[src/rtl/dmem_access_ctrl.sv]
// dmem_access_ctrl: sequences load/store bursts between the 3BC core and data
// memory. It steers the address-source mux and latches the mux output as the
// burst base. It then issues one strobe per beat and waits a fixed memory
// latency after each strobe. Busy stalls the core until the burst ends.
module dmem_access_ctrl #(
  parameter int DW      = 8,
  parameter int AW      = 8,
  parameter int LEN_W   = 3,
  parameter int MEM_LAT = 1
) (
  input  logic             Clk_i,
  input  logic             Reset_n_i,
  input  logic             Start_i,
  input  logic             IsStore_i,
  input  logic             SrcSel_i,
  input  logic [LEN_W-1:0] Len_i,
  input  logic [AW-1:0]    AddrIn_i,
  input  logic [DW-1:0]    StoreData_i,
  input  logic [DW-1:0]    MemRdData_i,
  output logic             AddrSel_o,
  output logic [AW-1:0]    MemAddr_o,
  output logic             MemRdEn_o,
  output logic             MemWrEn_o,
  output logic [DW-1:0]    MemWrData_o,
  output logic             StoreTake_o,
  output logic [DW-1:0]    LoadData_o,
  output logic             LoadValid_o,
  output logic             Busy_o,
  output logic             Done_o
);

  // Wait counter must be able to hold MEM_LAT; MEM_LAT is at least 1.
  localparam int CW = (MEM_LAT < 2) ? 1 : $clog2(MEM_LAT + 1);
  // Len == 0 encodes the largest burst, 2^LEN_W beats.
  localparam logic [LEN_W:0] MAX_BEATS = {1'b1, {LEN_W{1'b0}}};

  typedef enum logic [1:0] {
    IDLE  = 2'd0,
    ISSUE = 2'd1,
    WAIT  = 2'd2,
    DONE  = 2'd3
  } state_e;

  state_e           state_q, state_d;
  logic [AW-1:0]    base_q, base_d;
  logic             sel_q, sel_d;
  logic             dir_q, dir_d;
  logic [LEN_W:0]   beats_q, beats_d;
  logic [LEN_W-1:0] idx_q, idx_d;
  logic [CW-1:0]    wait_q, wait_d;
  logic [DW-1:0]    loadData_q, loadData_d;
  logic             loadValid_q, loadValid_d;
  logic [LEN_W:0]   idxNext;

  assign idxNext = {1'b0, idx_q} + {{LEN_W{1'b0}}, 1'b1};

  // State and burst context registers; reset abandons any in-flight beat.
  always_ff @(posedge Clk_i or negedge Reset_n_i) begin
    if (!Reset_n_i) begin
      state_q     <= IDLE;
      base_q      <= '0;
      sel_q       <= 1'b0;
      dir_q       <= 1'b0;
      beats_q     <= '0;
      idx_q       <= '0;
      wait_q      <= '0;
      loadData_q  <= '0;
      loadValid_q <= 1'b0;
    end else begin
      state_q     <= state_d;
      base_q      <= base_d;
      sel_q       <= sel_d;
      dir_q       <= dir_d;
      beats_q     <= beats_d;
      idx_q       <= idx_d;
      wait_q      <= wait_d;
      loadData_q  <= loadData_d;
      loadValid_q <= loadValid_d;
    end
  end

  // Next-state logic: accept in IDLE, one ISSUE cycle per beat, MEM_LAT WAIT cycles, one DONE cycle.
  always_comb begin
    state_d     = state_q;
    base_d      = base_q;
    sel_d       = sel_q;
    dir_d       = dir_q;
    beats_d     = beats_q;
    idx_d       = idx_q;
    wait_d      = wait_q;
    loadData_d  = loadData_q;
    loadValid_d = 1'b0;
    case (state_q)
      IDLE: begin
        if (Start_i) begin
          base_d  = AddrIn_i;
          sel_d   = SrcSel_i;
          dir_d   = IsStore_i;
          beats_d = (Len_i == '0) ? MAX_BEATS : {1'b0, Len_i};
          idx_d   = '0;
          state_d = ISSUE;
        end
      end
      ISSUE: begin
        wait_d  = CW'(MEM_LAT);
        state_d = WAIT;
      end
      WAIT: begin
        wait_d = wait_q - CW'(1);
        if (wait_q == CW'(1)) begin
          if (!dir_q) begin
            loadData_d  = MemRdData_i;
            loadValid_d = 1'b1;
          end
          if (idxNext < beats_q) begin
            idx_d   = idxNext[LEN_W-1:0];
            state_d = ISSUE;
          end else begin
            state_d = DONE;
          end
        end
      end
      DONE: begin
        state_d = IDLE;
      end
      default: begin
        state_d = IDLE;
      end
    endcase
  end

  assign Busy_o      = (state_q != IDLE);
  assign Done_o      = (state_q == DONE);
  assign AddrSel_o   = Reset_n_i & (Busy_o ? sel_q : SrcSel_i);
  assign MemAddr_o   = base_q + AW'(idx_q);
  assign MemRdEn_o   = (state_q == ISSUE) && !dir_q;
  assign MemWrEn_o   = (state_q == ISSUE) && dir_q;
  assign MemWrData_o = MemWrEn_o ? StoreData_i : '0;
  assign StoreTake_o = MemWrEn_o;
  assign LoadData_o  = loadData_q;
  assign LoadValid_o = loadValid_q;

endmodule

[config.mk]
export PLATFORM = sky130hd
export DESIGN_NAME = dmem_access_ctrl
export DESIGN_NICKNAME = d
export VERILOG_FILES = /design/src/rtl/dmem_access_ctrl.sv
export SDC_FILE = /design/constraint.sdc
export NUM_CORES = 1
export LEC_CHECK = 0
export BUFFER_PORTS_ARGS = -buffer_cell sky130_fd_sc_hd__buf_2
export CORE_AREA = 2 2 64 66
export DETAILED_ROUTE_END_ITERATION = 12
export DIE_AREA = 0 0 66 68
export GPL_ROUTABILITY_DRIVEN = 0
export HOLD_SLACK_MARGIN = 0.08
export PLACE_DENSITY = 0.73
export RECOVER_POWER = 100
export SYNTH_ARGS = -nofsm -noshare
export SYNTH_HDL_FRONTEND = slang
export SYNTH_SLANG_ARGS = --single-unit
export TNS_END_PERCENT = 20
[constraint.sdc]
create_clock -name Clk_i -period 2.1 [get_ports Clk_i]
set_input_delay 0.21 -clock Clk_i [delete_from_list [all_inputs] [get_ports Clk_i]]
set_output_delay 0.21 -clock Clk_i [all_outputs]
set_load 0.02 [all_outputs]
After elaboration in Yosys (flattened, before gate mapping)
Cells that the tools add are included.
- bitwise operators: 2
- reduce and logical (&&, ||, !) cells: 12
- multiplexer cells: 15
- equal/unequal tests: 6
- $lt $le $gt $ge: 1
- add/sub/neg operators: 3
- operator list (operator ; count):
    3-bit 2-to-1 mux ; 3
    8-bit by 3-bit adder with 8-bit output ; 1
    8-bit 2-to-1 mux ; 1
    2-bit case mux with 4 select lines ; 1
    2-bit 2-to-1 mux ; 3
    2-bit != test, second input constant ; 3
    3-bit case mux with 2 select lines ; 1
    2-bit nonzero test ; 3
    3-bit by 1-bit adder with 4-bit output, second input constant ; 1
    2-bit equality test, second input constant ; 2
    4-bit less-than comparator ; 1
    1-bit 2-to-1 mux ; 4
    4-bit 2-to-1 mux ; 1
    2-bit AND reduction ; 2
    4-bit AND reduction ; 1
    3-bit logical NOT ; 1
    3-bit AND reduction ; 1
    2-bit by 1-bit equality test with 1-bit output, second input constant ; 1
    1-bit logical AND ; 2
    2-bit logical NOT ; 1
    1-bit case mux with 2 select lines ; 1
    1-bit AND ; 1
    1-bit logical NOT ; 1
    1-bit inverter ; 1
    1-bit subtractor, second input constant ; 1
- input port bits: 32
- logic and storage cells: 48
- output and inout port bits: 31
- register bits after elaboration: 29

Logic depth before layout (Yosys ltp)
- depth after elaboration: 5
- gate-level depth with buffers: 7
- depth with buffers taken out: 7

Worst setup path after synthesis
No wires, ideal clock.
- kind: flip-flop to flip-flop
- from: reg idx_q[0]
- to: reg idx_q[2]
- setup slack: -0.069 ns
- period minus slack after synthesis: 2.169 ns
- arrival: 2.074 ns
- data required time: 2.005 ns
- cell stages (with the launch flop): 8
- buffers on the path: 0
- library setup time: 0.095 ns
- cell sequence: dfrtp_1 > ha_1 > xor2_1 > ha_1 > or3_1 > o22a_1 > or3_4 > o32ai_2
- longest elaborated chain between the ends: 4
- elaborated cells between the ends (all ways): 7
- those cells by class: 1 x add/sub; 1 x order compare; 1 x eq/ne; 3 x mux; 1 x reduce/logical
- ends and longest elaborated chain (element ; RTL line ; RTL):
    from (decl) ; 49 ; logic [LEN_W-1:0] idx_q, idx_d;
    from (signal assigned) ; 75 ; idx_q <= idx_d;
    3-bit by 1-bit adder with 4-bit output (*) ; 55 ; assign idxNext = {1'b0, idx_q} + {{LEN_W{1'b0}}, 1'b1};
    4-bit less-than comparator or 3-bit 2-to-1 mux (tied branches) ; 115 ; if (idxNext < beats_q) begin
    2-bit != test (no line) or 3-bit 2-to-1 mux (tied branches) ; n/a ;
    4-bit AND reduction (no line) or 3-bit case mux with 2 select lines (tied branches) ; n/a ;
Mark *: on every way between the ends. The rest lies on a longest branch, timed or not. The select of a mux whose other input is x is not followed.
A chain may end at the register's enable or synchronous reset.

Final worst setup path
Ends and elaborated chain as after synthesis.

==> results.toml <==
[run_status]
status = "finished, final reports clean"

[synthesis]
synth_top_area_frac = 0.460
ys_seq_area_frac = 0.460
syn_inst = 135
yosys_warnings = 0
synth_nets = 179
syn_area_per_cell_um2 = 11.7
synth.largest_area_cell = "dfrtp_1"
synth.area.top_cells = "dfrtp_1, mux2_2, ha_1, and3_1, inv_1"
synth_seq_cells = 29
synth_area_um2 = 1580
synth_cell_types = 32

[cts]
clock_tree.buffer_depth = 2
clock_latency_ns = 0.28
cts_num_sinks = 29
cts_buffers = 5
clkTransAtPathRegs_ns = 0.06
cts-root-buf = "clkbuf_8"
tritoncts = "done"
cts_max_level = 2

[routing]
route.detailed.drc = 0
firstDrtPassIters = 4
wl_um = 3400
postRouteAntennaNets = 0
num_vias = 1241
wire_per_inst_um = 13.1
avgViaCountPerCell = 4.77
drt_iter0_drc = 27

[worst_setup_path]
r2r-start = "idx_q[0]"
critPathLaunchType = "flip-flop"
crit_arrival_ns = 2.28
startpoint = "idx_q[0]"
worstSetupEndpoint = "idx_q[2]"
cp.required_ns = 2.28
r2r_slack_ns = 0.003
crit_type = "flip-flop to flip-flop"
path_max_fanout = 3
worstSetupEndpointType = "flip-flop"
reg2regPathDepth = 7
worstReg2RegEnd = "idx_q[2]"

[finish]
fin_area_um2 = 2140
post-route-util = 0.555
drive_above_1_share = 0.419
final_common_cell = "buf_2"
final_cell_mix = "buf_2, dfrtp_1, clkbuf_1, mux2_2, inv_1"
syn_to_final_growth_pct = 35.6
nets = 253
antennaDiodeCount = 0

[timing]
skew_ns = 0.00526
finalHoldViolCount = 0
fmax_mhz = 477
maxSlewViolCount = 0
layout_min_cycle_time_ns = 2.10
setup_violations = 0
setup_ws_ns = 0.00264
period_share = 0.999
worst_pin_slew_ns = 0.718
grt_setup_unrepaired = "yes"
slew_headroom = 0.521

[floorplanning]
rows = 23
die_y_um = 68
die_area_um2 = 4490
io_pins = 63
core_um2 = 3860
start_util = 0.409
dieWidth_um = 66

[place]
dpl.hpwl_um = 2590
numPortBuffers = 62
dp_slack_ns = 0.0117
postPlaceCellArea_um2 = 1970

[power]
p_per_area_nw_per_um2 = 1630
worst_ir_drop_vdd_v = 0.000778
leakagePower_nw = 1.03

[global_route]
grt_use_total = 0.167
grt_max_degree = 30
antenna_found_initial = 0
grt-ovfl-total = 0
grt_pass1_vias = 1279
grt_pass1_wl_um = 5660

[flow_run]
cap_violations = 0

[worst_hold_path]
hold_path.class = "input pin to flip-flop"
==> worst min path at each step <==
stage                start       endpoint  slack [ns]  depth (start not counted)
2_1_floorplan    Reset_n_i  LoadData_o[0]       -0.09                          0
3_3_place_gp     Reset_n_i     state_q[1]        0.27                          2
3_5_place_dp     Reset_n_i       idx_q[2]        0.27                          2
4_1_cts           Len_i[1]     beats_q[3]        0.13                          2
5_1_grt        AddrIn_i[1]      base_q[1]        0.15                          2
6_report          Len_i[2]     beats_q[3]        0.13                          2
==> flip-flops by register name, summed over array words and instances (netlist names) <==
register,flops
LoadData_o,8
base_q,8
beats_q,4
idx_q,3
state_q,2
LoadValid_o,1
dir_q,1
sel_q,1
wait_q,1
==> Yosys cell counts (all sizes together) <==
master   count
and2         1
nor2         6
fa           1
mux2        22
a21boi       1
o2111ai      1
inv         13
buf          2
nor4         1
o22ai        1
clkbuf       1
o21ai        4
a21o         1
dfrtp       29
o32ai        1
and3         9
nand2        5
or3          3
nor3         2
nor2b        5
a21oi        3
o41ai        1
o22a         1
mux2i        2
xor2         3
ha          11
o21a         1
xnor2        4
==> power breakdown <==
| group | switching [mW] | internal [mW] |
|---|---|---|
| logic | 1.03 | 0.831 |
| clock network | 0.202 | 0.386 |
| registers | 0.208 | 0.823 |
==> critical path, stage by stage, from the launching register on <==
cell and delay [ns]:
dfrtp_1 0.39, ha_2 0.19, xor2_1 0.16, ha_2 0.19
or3_1 0.34, o22a_1 0.18, or3_4 0.35, o32ai_2 0.20
==> logic make-up (layout without fill, tap and decap cells) <==
family          count (synthesis)  after routing  share of synthesized area
mux                            24             24                      0.170
flops                          29             29                      0.460
fa+ha+maj                      12             12                      0.100
compound gates                 15             15                     0.0683
xor+xnor                        7              7                     0.0389
buf+inv                        16             91                     0.0452
simple gates                   32             32                      0.117
==> what timing repair did <==
item,in CTS,in global routing
hold buffers,1,0
resized for setup,9,11
pin swaps,3,5
hold endpoints to repair,29,0
buffers inserted,2,0
endpoints found under the setup margin,5,8
gates cloned,0,0
==> metrics by stage <==
stage          power [mW]  hold slack (ns)  std cells  TNS (ns)
3_5_place_dp         2.83            0.266        249         0
6_report             3.48            0.133        260         0
4_1_cts              3.51            0.132        260    -0.126
2_1_floorplan        2.27          -0.0856        135         0
5_1_grt              3.74            0.150        260    -0.949
3_3_place_gp         2.78            0.273        249         0
==> layer usage <==
layer | global-route usage | up-vias | wire length [um]
met2 | 0.285 | 28 | 1700
li1 | - | 617 | -
met3 | 0.0493 | 5 | 150
met1 | 0.203 | 591 | 1500
met5 | 0 | - | 0
met4 | 0.0587 | 0 | 46
==> cell type report <==
class / count / area, um^2
fill: 378 / 1720
clock inverter: 1 / 30.0
tap: 50 / 62.6
inverter: 13 / 48.8
timing repair buffer: 70 / 349
clock buffer: 7 / 86.3
sequential: 29 / 726
multi-input combinational: 90 / 836
Power figures use the tool's default switching activity.
